<file path="config.mk">
export PLATFORM = sky130hd
export DESIGN_NAME = mem_arbiter_flat
export DESIGN_NICKNAME = d
export VERILOG_FILES = /design/src/rtl/mem_arbiter_if.sv /design/src/rtl/mem_arbiter.sv /design/src/flat_wrapper.sv
export SDC_FILE = /design/constraint.sdc
export NUM_CORES = 1
export LEC_CHECK = 0
export CORE_AREA = 2 2 119 121
export CTS_CLUSTER_DIAMETER = 60
export DETAILED_ROUTE_END_ITERATION = 10
export DIE_AREA = 0 0 121 123
export DONT_BUFFER_PORTS = 1
export PLACE_DENSITY = 0.35
export RECOVER_POWER = 25
export SLEW_MARGIN = 20
export SYNTH_ARGS = -nofsm -noshare
export SYNTH_HDL_FRONTEND = slang
export SYNTH_SLANG_ARGS = --single-unit
export TNS_END_PERCENT = 20
</file>
<file path="constraint.sdc">
create_clock -name i_clk -period 7.8 [get_ports i_clk]
set_clock_uncertainty 0.15 [all_clocks]
set_input_delay 2.34 -clock i_clk [delete_from_list [all_inputs] [get_ports i_clk]]
set_output_delay 2.34 -clock i_clk [all_outputs]
set_load 0.03 [all_outputs]
</file>
<file path="src/rtl/mem_arbiter_if.sv">
// Word-granular memory request/response port shared by a cache and the memory side.
// master drives the request (addr/wdata/ren/wen) and receives ready/valid/rdata.
interface mem_arbiter_if;
    logic [31:0] addr;
    logic [31:0] wdata;
    logic        ren;
    logic        wen;
    logic        ready;
    logic        valid;
    logic [31:0] rdata;

    modport master (output addr, wdata, ren, wen, input  ready, valid, rdata);
    modport slave  (input  addr, wdata, ren, wen, output ready, valid, rdata);
endinterface

</file>
<file path="src/rtl/mem_arbiter.sv">
// Shares one memory port between icache and dcache: one-cycle grant, quantum-bounded ownership.
// Ready follows i_mem_ready combinationally; read responses bypass straight to the owner.
module mem_arbiter #(
    parameter int MAX_OUT = 4,
    parameter int QUANTUM = 8
) (
    input  logic          i_clk,
    input  logic          i_rst,
    mem_arbiter_if.slave  i_imem,
    mem_arbiter_if.slave  i_dmem,
    mem_arbiter_if.master o_mem,
    output logic          o_err
);
    localparam int NW = $clog2(MAX_OUT + 1);
    localparam int QW = $clog2(QUANTUM + 1);
    localparam logic [NW-1:0] N_MAX = NW'(MAX_OUT);
    localparam logic [QW-1:0] Q_MAX = QW'(QUANTUM);

    typedef enum logic [1:0] {IDLE = 2'd0, OWN_I = 2'd1, OWN_D = 2'd2} state_t;

    state_t        r_state, w_state_nxt;
    logic          r_last_d, w_last_d_nxt;
    logic [QW-1:0] r_q, w_q_nxt;
    logic [NW-1:0] r_n, w_n_nxt;
    logic          r_err;

    logic          w_own_i, w_own_d, w_own;
    logic [31:0]   w_addr, w_wdata;
    logic          w_ren, w_wen, w_req;
    logic          w_gate, w_acc, w_rsp;
    logic          w_ireq, w_dreq;

    assign w_own_i = (r_state == OWN_I);
    assign w_own_d = (r_state == OWN_D);
    assign w_own   = w_own_i | w_own_d;
    assign w_ireq  = i_imem.ren | i_imem.wen;
    assign w_dreq  = i_dmem.ren | i_dmem.wen;

    always_comb begin
        w_addr  = '0;
        w_wdata = '0;
        w_ren   = 1'b0;
        w_wen   = 1'b0;
        if (w_own_i) begin
            w_addr  = i_imem.addr;
            w_wdata = i_imem.wdata;
            w_ren   = i_imem.ren;
            w_wen   = i_imem.wen;
        end else if (w_own_d) begin
            w_addr  = i_dmem.addr;
            w_wdata = i_dmem.wdata;
            w_ren   = i_dmem.ren;
            w_wen   = i_dmem.wen;
        end
    end

    // A read is held back once MAX_OUT are in flight; writes are never limited by n.
    assign w_req  = w_ren | w_wen;
    assign w_gate = (r_q < Q_MAX) && !(w_ren && (r_n == N_MAX));
    assign w_acc  = w_own && o_mem.ready && w_gate && w_req;
    assign w_rsp  = o_mem.valid && (r_n != '0);

    assign o_mem.addr   = w_addr;
    assign o_mem.wdata  = w_wdata;
    assign o_mem.ren    = w_ren && w_gate;
    assign o_mem.wen    = w_wen && w_gate;
    assign i_imem.ready = w_own_i && w_acc;
    assign i_dmem.ready = w_own_d && w_acc;
    assign i_imem.valid = w_own_i && w_rsp;
    assign i_dmem.valid = w_own_d && w_rsp;
    assign i_imem.rdata = o_mem.rdata;
    assign i_dmem.rdata = o_mem.rdata;
    assign o_err        = r_err;

    always_comb begin
        w_state_nxt  = r_state;
        w_last_d_nxt = r_last_d;
        w_q_nxt      = r_q;
        w_n_nxt      = r_n;
        case (r_state)
            IDLE: begin
                if (w_dreq && (!w_ireq || !r_last_d)) begin
                    w_state_nxt  = OWN_D;
                    w_last_d_nxt = 1'b1;
                    w_q_nxt      = '0;
                    w_n_nxt      = '0;
                end else if (w_ireq) begin
                    w_state_nxt  = OWN_I;
                    w_last_d_nxt = 1'b0;
                    w_q_nxt      = '0;
                    w_n_nxt      = '0;
                end
            end
            default: begin
                if (w_acc) w_q_nxt = r_q + 1'b1;
                case ({w_acc && w_ren, w_rsp})
                    2'b10:   w_n_nxt = r_n + 1'b1;
                    2'b01:   w_n_nxt = r_n - 1'b1;
                    default: w_n_nxt = r_n;
                endcase
                // Ownership only moves with nothing in flight, so responses cannot be misrouted.
                if ((r_n == '0) && (!w_req || (r_q == Q_MAX))) w_state_nxt = IDLE;
            end
        endcase
    end

    always_ff @(posedge i_clk) begin
        if (i_rst) begin
            r_state  <= IDLE;
            r_last_d <= 1'b0;
            r_q      <= '0;
            r_n      <= '0;
            r_err    <= 1'b0;
        end else begin
            r_state  <= w_state_nxt;
            r_last_d <= w_last_d_nxt;
            r_q      <= w_q_nxt;
            r_n      <= w_n_nxt;
            if (o_mem.valid && (r_n == '0)) r_err <= 1'b1;
        end
    end
endmodule

</file>
<file path="src/flat_wrapper.sv">
// flat-port wrapper written by rule: the top's interface ports become plain ports
module mem_arbiter_flat 
#(
    parameter int MAX_OUT = 4,
    parameter int QUANTUM = 8
)
  (i_clk, i_rst, o_err, i_imem_addr, i_imem_wdata, i_imem_ren, i_imem_wen, i_imem_ready, i_imem_valid, i_imem_rdata, i_dmem_addr, i_dmem_wdata, i_dmem_ren, i_dmem_wen, i_dmem_ready, i_dmem_valid, i_dmem_rdata, o_mem_addr, o_mem_wdata, o_mem_ren, o_mem_wen, o_mem_ready, o_mem_valid, o_mem_rdata);
  mem_arbiter_if i_imem_i ();
  mem_arbiter_if i_dmem_i ();
  mem_arbiter_if o_mem_i ();
  input  logic i_clk;
  input  logic i_rst;
  output logic o_err;
  input wire logic [$bits(i_imem_i.addr)-1:0] i_imem_addr;
  input wire logic [$bits(i_imem_i.wdata)-1:0] i_imem_wdata;
  input wire logic [$bits(i_imem_i.ren)-1:0] i_imem_ren;
  input wire logic [$bits(i_imem_i.wen)-1:0] i_imem_wen;
  output wire logic [$bits(i_imem_i.ready)-1:0] i_imem_ready;
  output wire logic [$bits(i_imem_i.valid)-1:0] i_imem_valid;
  output wire logic [$bits(i_imem_i.rdata)-1:0] i_imem_rdata;
  input wire logic [$bits(i_dmem_i.addr)-1:0] i_dmem_addr;
  input wire logic [$bits(i_dmem_i.wdata)-1:0] i_dmem_wdata;
  input wire logic [$bits(i_dmem_i.ren)-1:0] i_dmem_ren;
  input wire logic [$bits(i_dmem_i.wen)-1:0] i_dmem_wen;
  output wire logic [$bits(i_dmem_i.ready)-1:0] i_dmem_ready;
  output wire logic [$bits(i_dmem_i.valid)-1:0] i_dmem_valid;
  output wire logic [$bits(i_dmem_i.rdata)-1:0] i_dmem_rdata;
  output wire logic [$bits(o_mem_i.addr)-1:0] o_mem_addr;
  output wire logic [$bits(o_mem_i.wdata)-1:0] o_mem_wdata;
  output wire logic [$bits(o_mem_i.ren)-1:0] o_mem_ren;
  output wire logic [$bits(o_mem_i.wen)-1:0] o_mem_wen;
  input wire logic [$bits(o_mem_i.ready)-1:0] o_mem_ready;
  input wire logic [$bits(o_mem_i.valid)-1:0] o_mem_valid;
  input wire logic [$bits(o_mem_i.rdata)-1:0] o_mem_rdata;
  assign i_imem_i.addr = i_imem_addr;
  assign i_imem_i.wdata = i_imem_wdata;
  assign i_imem_i.ren = i_imem_ren;
  assign i_imem_i.wen = i_imem_wen;
  assign i_imem_ready = i_imem_i.ready;
  assign i_imem_valid = i_imem_i.valid;
  assign i_imem_rdata = i_imem_i.rdata;
  assign i_dmem_i.addr = i_dmem_addr;
  assign i_dmem_i.wdata = i_dmem_wdata;
  assign i_dmem_i.ren = i_dmem_ren;
  assign i_dmem_i.wen = i_dmem_wen;
  assign i_dmem_ready = i_dmem_i.ready;
  assign i_dmem_valid = i_dmem_i.valid;
  assign i_dmem_rdata = i_dmem_i.rdata;
  assign o_mem_addr = o_mem_i.addr;
  assign o_mem_wdata = o_mem_i.wdata;
  assign o_mem_ren = o_mem_i.ren;
  assign o_mem_wen = o_mem_i.wen;
  assign o_mem_i.ready = o_mem_ready;
  assign o_mem_i.valid = o_mem_valid;
  assign o_mem_i.rdata = o_mem_rdata;
  mem_arbiter #(.MAX_OUT(MAX_OUT), .QUANTUM(QUANTUM)) u_core (.i_clk(i_clk), .i_rst(i_rst), .i_imem(i_imem_i), .i_dmem(i_dmem_i), .o_mem(o_mem_i), .o_err(o_err));
endmodule
</file>
# Word-level counts from Yosys, hierarchy flattened
# Cells that the tools add are included.
[word_totals]
regBits = 11
in_bits = 168
elab_cells = 75
[op_classes]
addsub = 3
n_lt_le_gt_ge = 1
eq_ne = 7
mux = 22
bitwise = 4
n_reduce_logical = 33
[op_table]
columns = ["cell", "n"]
rows = [
  ["two-way mux 32 bit", 4],
  ["logical AND 1 bit", 16],
  ["two-way mux 4 bit", 4],
  ["two-way mux 3 bit", 3],
  ["two-way mux 2 bit", 4],
  ["AND reduction 2 bit", 4],
  ["two-way mux 1 bit", 6],
  ["case mux 3 bit (2 select lines)", 1],
  ["nonzero test 2 bit", 3],
  ["nonzero test 3 bit", 2],
  ["adder 4 x 1 -> 4 bit, second input constant", 1],
  ["equality test 2 x 1 -> 1 bit, second input constant", 2],
  ["equality test 2 bit, second input constant", 2],
  ["equality test 4 bit, second input constant", 1],
  ["zero test 1 bit", 4],
  ["less-than comparator 4 bit, second input constant", 1],
  ["OR 1 bit", 4],
  ["adder 3 x 1 -> 3 bit, second input constant", 1],
  ["equality test 3 bit, second input constant", 1],
  ["zero test 3 bit", 1],
  ["inequality test 3 x 1 -> 1 bit, second input constant", 1],
  ["subtractor 3 x 1 -> 3 bit, second input constant", 1],
  ["zero test 2 bit", 1],
  ["logical OR 1 bit", 2],
]

# Logic depth before layout (Yosys ltp)
# Gate-level depths: netlist of run 1.
[depth]
depth_word = 12
ltp_mapped = 13
depth_no_buf = 11

# Least setup slack after synthesis of run 1
# No wires, ideal clock.
[synth_path]
kind = "input to output"
startpoint = "input port i_imem_ren"
endpoint = "output port i_dmem_ready"
arrival_ns = 3.315
setup_slack_ns = 1.995
stages = 5
path_buffers = 1
path_cell_list = "or2_1 buf_6 a22oi_1 nor3_1 and2_1"
[synth_via]
elab_chain_len = 7
[synth_rtl]
columns = ["element", "line_no", "rtl"]
rows = [
  ["from (decl)", "flat_wrapper.sv:16", "input wire logic [$bits(i_imem_i.ren)-1:0] i_imem_ren;"],
  ["two-way mux 1 bit *", "mem_arbiter.sv:44", "if (w_own_i) begin"],
  ["logical AND 1 bit", "mem_arbiter.sv:59", "assign w_gate = (r_q < Q_MAX) && !(w_ren && (r_n == N_MAX));"],
  ["zero test 1 bit", "mem_arbiter.sv:59", ""],
  ["logical AND 1 bit", "mem_arbiter.sv:59", ""],
  ["logical AND 1 bit", "mem_arbiter.sv:60", "assign w_acc = w_own && o_mem.ready && w_gate && w_req;"],
  ["logical AND 1 bit *", "mem_arbiter.sv:60", ""],
  ["logical AND 1 bit *", "mem_arbiter.sv:68", "assign i_dmem.ready = w_own_d && w_acc;"],
  ["to (decl)", "flat_wrapper.sv:25", "output wire logic [$bits(i_dmem_i.ready)-1:0] i_dmem_ready;"],
]
# Mark *: on every way between the ends. The rest lies on a longest branch, timed or not.

# Worst setup path after layout of run 1
[layout_path]
startpoint = "input port i_imem_wen"
endpoint = "output port i_imem_ready"
[layout_via]
elab_chain_len = 4
[layout_rtl]
columns = ["element", "line_no", "rtl"]
rows = [
  ["from (decl)", "flat_wrapper.sv:17", "input wire logic [$bits(i_imem_i.wen)-1:0] i_imem_wen;"],
  ["two-way mux 1 bit", "mem_arbiter.sv:44", ""],
  ["OR 1 bit", "mem_arbiter.sv:58", "assign w_req = w_ren | w_wen;"],
  ["logical AND 1 bit", "mem_arbiter.sv:60", ""],
  ["logical AND 1 bit", "mem_arbiter.sv:67", "assign i_imem.ready = w_own_i && w_acc;"],
  ["to (decl)", "flat_wrapper.sv:18", "output wire logic [$bits(i_imem_i.ready)-1:0] i_imem_ready;"],
]
# Every way passes these cells.

==> results.tsv, run 1 <==
stage	metric	value	unit
pwr	power density cells	224	nW/µm²
clocking	CTS Buf Count	3	
global_routing	global-route wire length before repair	9520	µm
clocking	root buf cell	clkbuf_16	
synth	Post-Syn Nets	420	
sta	fmax	165	MHz
setup_path	Crit path required time	5310	ps
sta	Hold WS	346	ps
synth	Ys Warns	0	
global_routing	initial antenna violation count	0	
sta	Slew Limit Headroom	27.6	%
sta	RSZ-0062 raised after global routing	false	
routing	post-route ant nets	0	
pwr	Final Power	0.376	mW
routing	Total Wirelength	7670	µm
finish	share of cells above drive strength 1	6.51	%
clocking	htree depth	1	
sta	Tmin final	6060	ps
sta	fin crit share	77.6	%
run_status	status	finished, final reports clean	
clocking	post-CTS sizing	0	
die	Die Ht	123	µm
synth	number of enable flip-flop cells after synthesis	0	
routing	# DRC	0	
synth	post-synthesis compound-gate area fraction	39.6	%
synth	Simple-Gate Fraction of Synth Area	13.2	%
finish	area grow syn2layout	-13.3	%
sta	Least-Margin Pin Slew	1080	ps
place	Area after DPL	1620	µm²
finish	commonest non-fill, non-tap cell in the layout	a22o_1	
sta	Hold Fails Final Rpt	0	
setup_path	worst-case reg-to-reg path depth	12	
synth	Mapped Avg Cell Area	7.92	µm²
min_path	HP Start	u_core.r_last_d	
finish	Ant. Diodes	0	
routing	Avg Vias per Cell	4.73	
min_path	hold path depth	1	
sta	setup TNS	0	ps
synth	cell area after synthesis	1940	µm²
synth	Primary FF master, synth	dfxtp_1	
routing	Avg WL per Cell	22.0	µm
pwr	Max VDD drop	0.0540	mV
synth	Netlist cell types	46	
clocking	Worst-Skew Late Latency	240	ps
die	Rows	43	
global_routing	largest net degree at the start of global routing	74	
die	die footprint	14900	µm²
setup_path	critical path arrival	3570	ps
die	Die W	121	µm
synth	largest family of logic cells by synthesized area	compound AO/OA/AOI/OAI gates	
global_routing	All-Layer GR Usage	9.04	%
setup_path	launching point of the worst reg2reg path	u_core.r_state[1]	
synth	Yosys reg bits	11	
finish	area of the multi-input gates	1120	µm²
routing	Initial DRC Count	83	
place	gp weighted congestion	0.766	
clocking	Clock Path Buffers	2	
global_routing	vias in the first global route	1421	
setup_path	CP Max Fanout	6	
routing	Via Count	1650	
synth	post-synthesis sequential area ratio	11.4	%
setup_path	Worst Setup Start Kind	primary input	
finish	post-route cell area	1680	µm²
die	Initial Utilization	14.2	%
setup_path	Critical path origin	i_imem_wen	
finish	register area	220	µm²
pwr	leakage power	0.585	nW
min_path	worst hold path class	flip-flop to flip-flop	
synth	adder-cell area share of the yosys netlist	4.90	%
finish	layout net count	345	
synth	post-synthesis mux area share	0	%
clocking	CTS tree	done	
finish	fillers	1557	
routing	Pre-antenna DRT Iters	4	
clocking	hold buffers post-CTS	0	
sta	Final Max Tran Viols	0	
clocking	CTS clock-pin slew for the worst setup and hold paths	40	ps
die	I/O Pins	303	
finish	most frequent cells in the layout	65 x a22o_1, 11 x dfxtp_1, 9 x nand2_1	
place	PortBufs	0	
synth	ys async rst share	0	%
setup_path	WS Path Type	primary input to output pin	
clocking	total setup buffers inserted after CTS	0	
synth	synthesized instance count	245	
setup_path	endpoint class of the critical path	output pin	
place	dpl hpwl	6410	µm
sta	Final setup viols	0	
clocking	CTS Sinks	11	
global_routing	GRT Residual Overflow	0	
finish	Util after Layout	12.4	%
die	core box area	13600	µm²
job	max cap viols	0	
synth	XOR/XNOR Fraction of Synth Area	0.452	%
cells in the mapped netlist (all sizes together), types with 3 or more instances:
library cell,count,share of area [%]
and2,4,1.3
a31oi,3,0.97
ha,6,3.9
clkbuf,9,1.7
buf,73,27
nor2,8,1.5
nor3,3,1.4
inv,7,1.4
nand2,9,1.7
dfxtp,11,11
o21ai,4,1.0
a21oi,9,2.5
nand4,3,0.97
a22o,65,29
final cells by class:
class	count	area share (%)
multi-input combinational	145	66.4
tap	180	13.4
sequential	11	13.1
clock buffer	4	4.69
inverter	7	1.56
timing repair buffer	2	0.893
routing by layer:
layer,GRT usage [%],part of all wire (%),wire [µm]
met2,15.1,48,3710
met5,0,0,0
met3,3.97,13,975
met1,10.1,35,2690
met4,3.63,3.8,294
stage by stage:
stage                     setup WS (ps)  instances
after floorplan                    2000        245
after global placement             1770        345
after detailed placement           1750        345
after CTS                          1750        349
after global routing               1610        349
final                              1740        349
worst paths after layout:
check	endpoint	slack, ps
worst max-delay path	i_imem_ready	1740
worst min-delay path	u_core.r_last_d	350
worst max register to register	u_core.r_n[2]	3920
worst min register to register	u_core.r_last_d	350
registers in the layout, indices dropped and copies added, names as in the netlist:
| signal | cells |
|---|---|
| u_core.o_err | 1 |
| u_core.r_last_d | 1 |
| u_core.r_n | 3 |
| u_core.r_state | 2 |
| u_core.r_q | 4 |
cells by family (layout without fill, tap and decap cells):
kind of cell	after synthesis	after routing
xor gates and xnor gates	1	1
DFF	11	11
adders and majority gates	7	7
and+or+nand+nor	44	44
AOI/OAI and AO/OA	93	93
buffers and inverters	89	13
report_power, final:
group	internal (mW)	switching (mW)	leakage (nW)	total (mW)
Combinational	0.0475	0.172	0.458	0.219
Sequential	0.0593	0.00278	0.0896	0.0621
Clock	0.0688	0.0264	0.0382	0.0952
Total	0.176	0.201	0.585	0.376
worst max-delay path: stages:
cell	delay, ps
or2_0	250
a22oi_1	220
nor3_1	380
and2_1	370
(Power assumes the default switching activity.)
==> inputs of run 2 (changes only) <==
Clock period 7.8 ns to 6.3 ns, I/O delays scaled along.
==> run 2 against run 1 <==
  * Critical path depth is the same
  * Sequential power grew 24%
  * Via count shrank 1.2%
  * Critical endpoint unchanged
  * Largest cell class unchanged
  * Highest routed layer unchanged
==> results.tsv, run 2 (synthesized netlist as in run 1, its figures left out) <==
stage	metric	value	unit
run_status	status	finished, final reports clean	
sta	Final Max Tran Viols	0	
sta	Hold Fails Final Rpt	0	
finish	most frequent cells in the layout	65 x a22o_1, 11 x dfxtp_1, 9 x nand2_1	
global_routing	grt met1 use	9.28	%
clocking	total setup buffers inserted after CTS	0	
setup_path	endpoint class of the critical path	output pin	
clocking	CTS Sinks	11	
die	Die Ht	123	µm
setup_path	Worst Setup Start Kind	primary input	
finish	layout net count	345	
setup_path	WS Path Type	primary input to output pin	
sta	RSZ-0062 raised after global routing	false	
clocking	root buf cell	clkbuf_16	
sta	Hold WS	351	ps
routing	Initial DRC Count	53	
finish	largest reg by FF count	u_core.r_q	
die	Rows	43	
routing	# DRC	0	
setup_path	CP Max Fanout	6	
sta	setup TNS	0	ps
global_routing	routing usage on met3	3.87	%
global_routing	All-Layer GR Usage	8.96	%
finish	Largest register FFs	4	
die	core box area	13600	µm²
global_routing	GRT Residual Overflow	0	
place	gp weighted congestion	0.750	
global_routing	met2 GRT Util	16.0	%
sta	fmax	191	MHz
setup_path	launching point of the worst reg2reg path	u_core.r_state[1]	
finish	area grow syn2layout	-13.4	%
job	max cap viols	0	
routing	Avg WL per Cell	22.0	µm
setup_path	end point of the critical path	i_imem_ready	
die	I/O Pins	303	
pwr	Max VDD drop	0.0705	mV
min_path	worst hold path class	flip-flop to flip-flop	
sta	fin crit share	83.0	%
routing	Avg Vias per Cell	4.67	
place	PortBufs	0	
routing	Via Count	1630	
clocking	Clock Path Buffers	2	
setup_path	Crit path required time	4260	ps
clocking	CTS tree	done	
die	Initial Utilization	14.2	%
clocking	post-CTS sizing	0	
global_routing	initial antenna violation count	0	
place	dpl hpwl	6480	µm
clocking	Worst-Skew Late Latency	240	ps
clocking	CTS clock-pin slew for the worst setup and hold paths	40	ps
clocking	hold buffers post-CTS	0	
place	placed insts	345	
finish	Util after Layout	12.3	%
pwr	power density cells	275	nW/µm²
setup_path	FF-to-FF End	u_core.r_n[2]	
finish	commonest non-fill, non-tap cell in the layout	a22o_1	
clocking	htree depth	1	
global_routing	largest net degree at the start of global routing	74	
clocking	CTS Buf Count	3	
routing	Pre-antenna DRT Iters	4	
die	die footprint	14900	µm²
finish	Post-Layout Cell Count	349	
finish	largest registers	u_core.r_q (4), u_core.r_n (3), u_core.r_state (2)	
die	Die W	121	µm
global_routing	global-route wire length before repair	9410	µm
finish	Ant. Diodes	0	
global_routing	vias in the first global route	1496	
setup_path	Critical path origin	i_imem_wen	
setup_path	FF-to-FF setup slack	2790	ps
sta	Slew Limit Headroom	33.2	%
pwr	leakage power	0.581	nW
place	Placement Setup Slack	1080	ps
sta	post-route setup slack	1070	ps
global_routing	GRT busiest layer	met2	
setup_path	critical path arrival	3190	ps
sta	Tmin final	5230	ps
finish	register area	220	µm²
finish	area of the multi-input gates	1120	µm²
finish	share of cells above drive strength 1	5.92	%
routing	Total Wirelength	7680	µm
sta	Least-Margin Pin Slew	994	ps
setup_path	worst-case reg-to-reg path depth	13	
finish	fillers	1570	
sta	Final setup viols	0	
routing	post-route ant nets	0	
run 2: cell count changes in the layout (fill, tap and decap cells not counted), sizes merged:
cell    previous run  this run
clkbuf             4         5
buf                2         1
run 2: power breakdown:
| part | switching, mW | internal [mW] |
|---|---|---|
| Clock | 0.0306 | 0.0849 |
| Combinational | 0.211 | 0.0588 |
| Sequential | 0.00353 | 0.0735 |
run 2: per-layer routing:
layer | vias up | routed length, µm
li1 | 701 | -
met4 | 0 | 249
met5 | - | 0
met1 | 744 | 2550
met2 | 165 | 3880
met3 | 20 | 997
run 2: final cells by class:
cell class                      instances  area share (%)
Timing Repair Buffer                    2           0.671
Tap cell                              180            13.4
Inverter                                7            1.56
Sequential cell                        11            13.1
Clock buffer                            4            4.69
Multi-Input combinational cell        145            66.5
run 2: worst max-delay path: stages:
cell and delay (ps):
or2_0 270, a22oi_1 200, nor3_1 440, and2_1 380
run 2: how the worst min path moves through the flow:
stage,cells after the start,endpoint,start
after global placement,2,u_core.r_q[1],u_core.r_q[1]
after detailed placement,1,u_core.r_last_d,u_core.r_last_d
after global routing,1,u_core.r_last_d,u_core.r_last_d
after floorplan,2,u_core.r_q[1],u_core.r_q[1]
after CTS,1,u_core.r_last_d,u_core.r_last_d
final,1,u_core.r_last_d,u_core.r_last_d
run 2: through the flow:
| step | area (µm²) | power, mW |
|---|---|---|
| after floorplan | 1940 | 0.398 |
| after global placement | 1620 | 0.355 |
| after detailed placement | 1620 | 0.353 |
| after CTS | 1700 | 0.470 |
| after global routing | 1680 | 0.488 |
| final | 1680 | 0.462 |
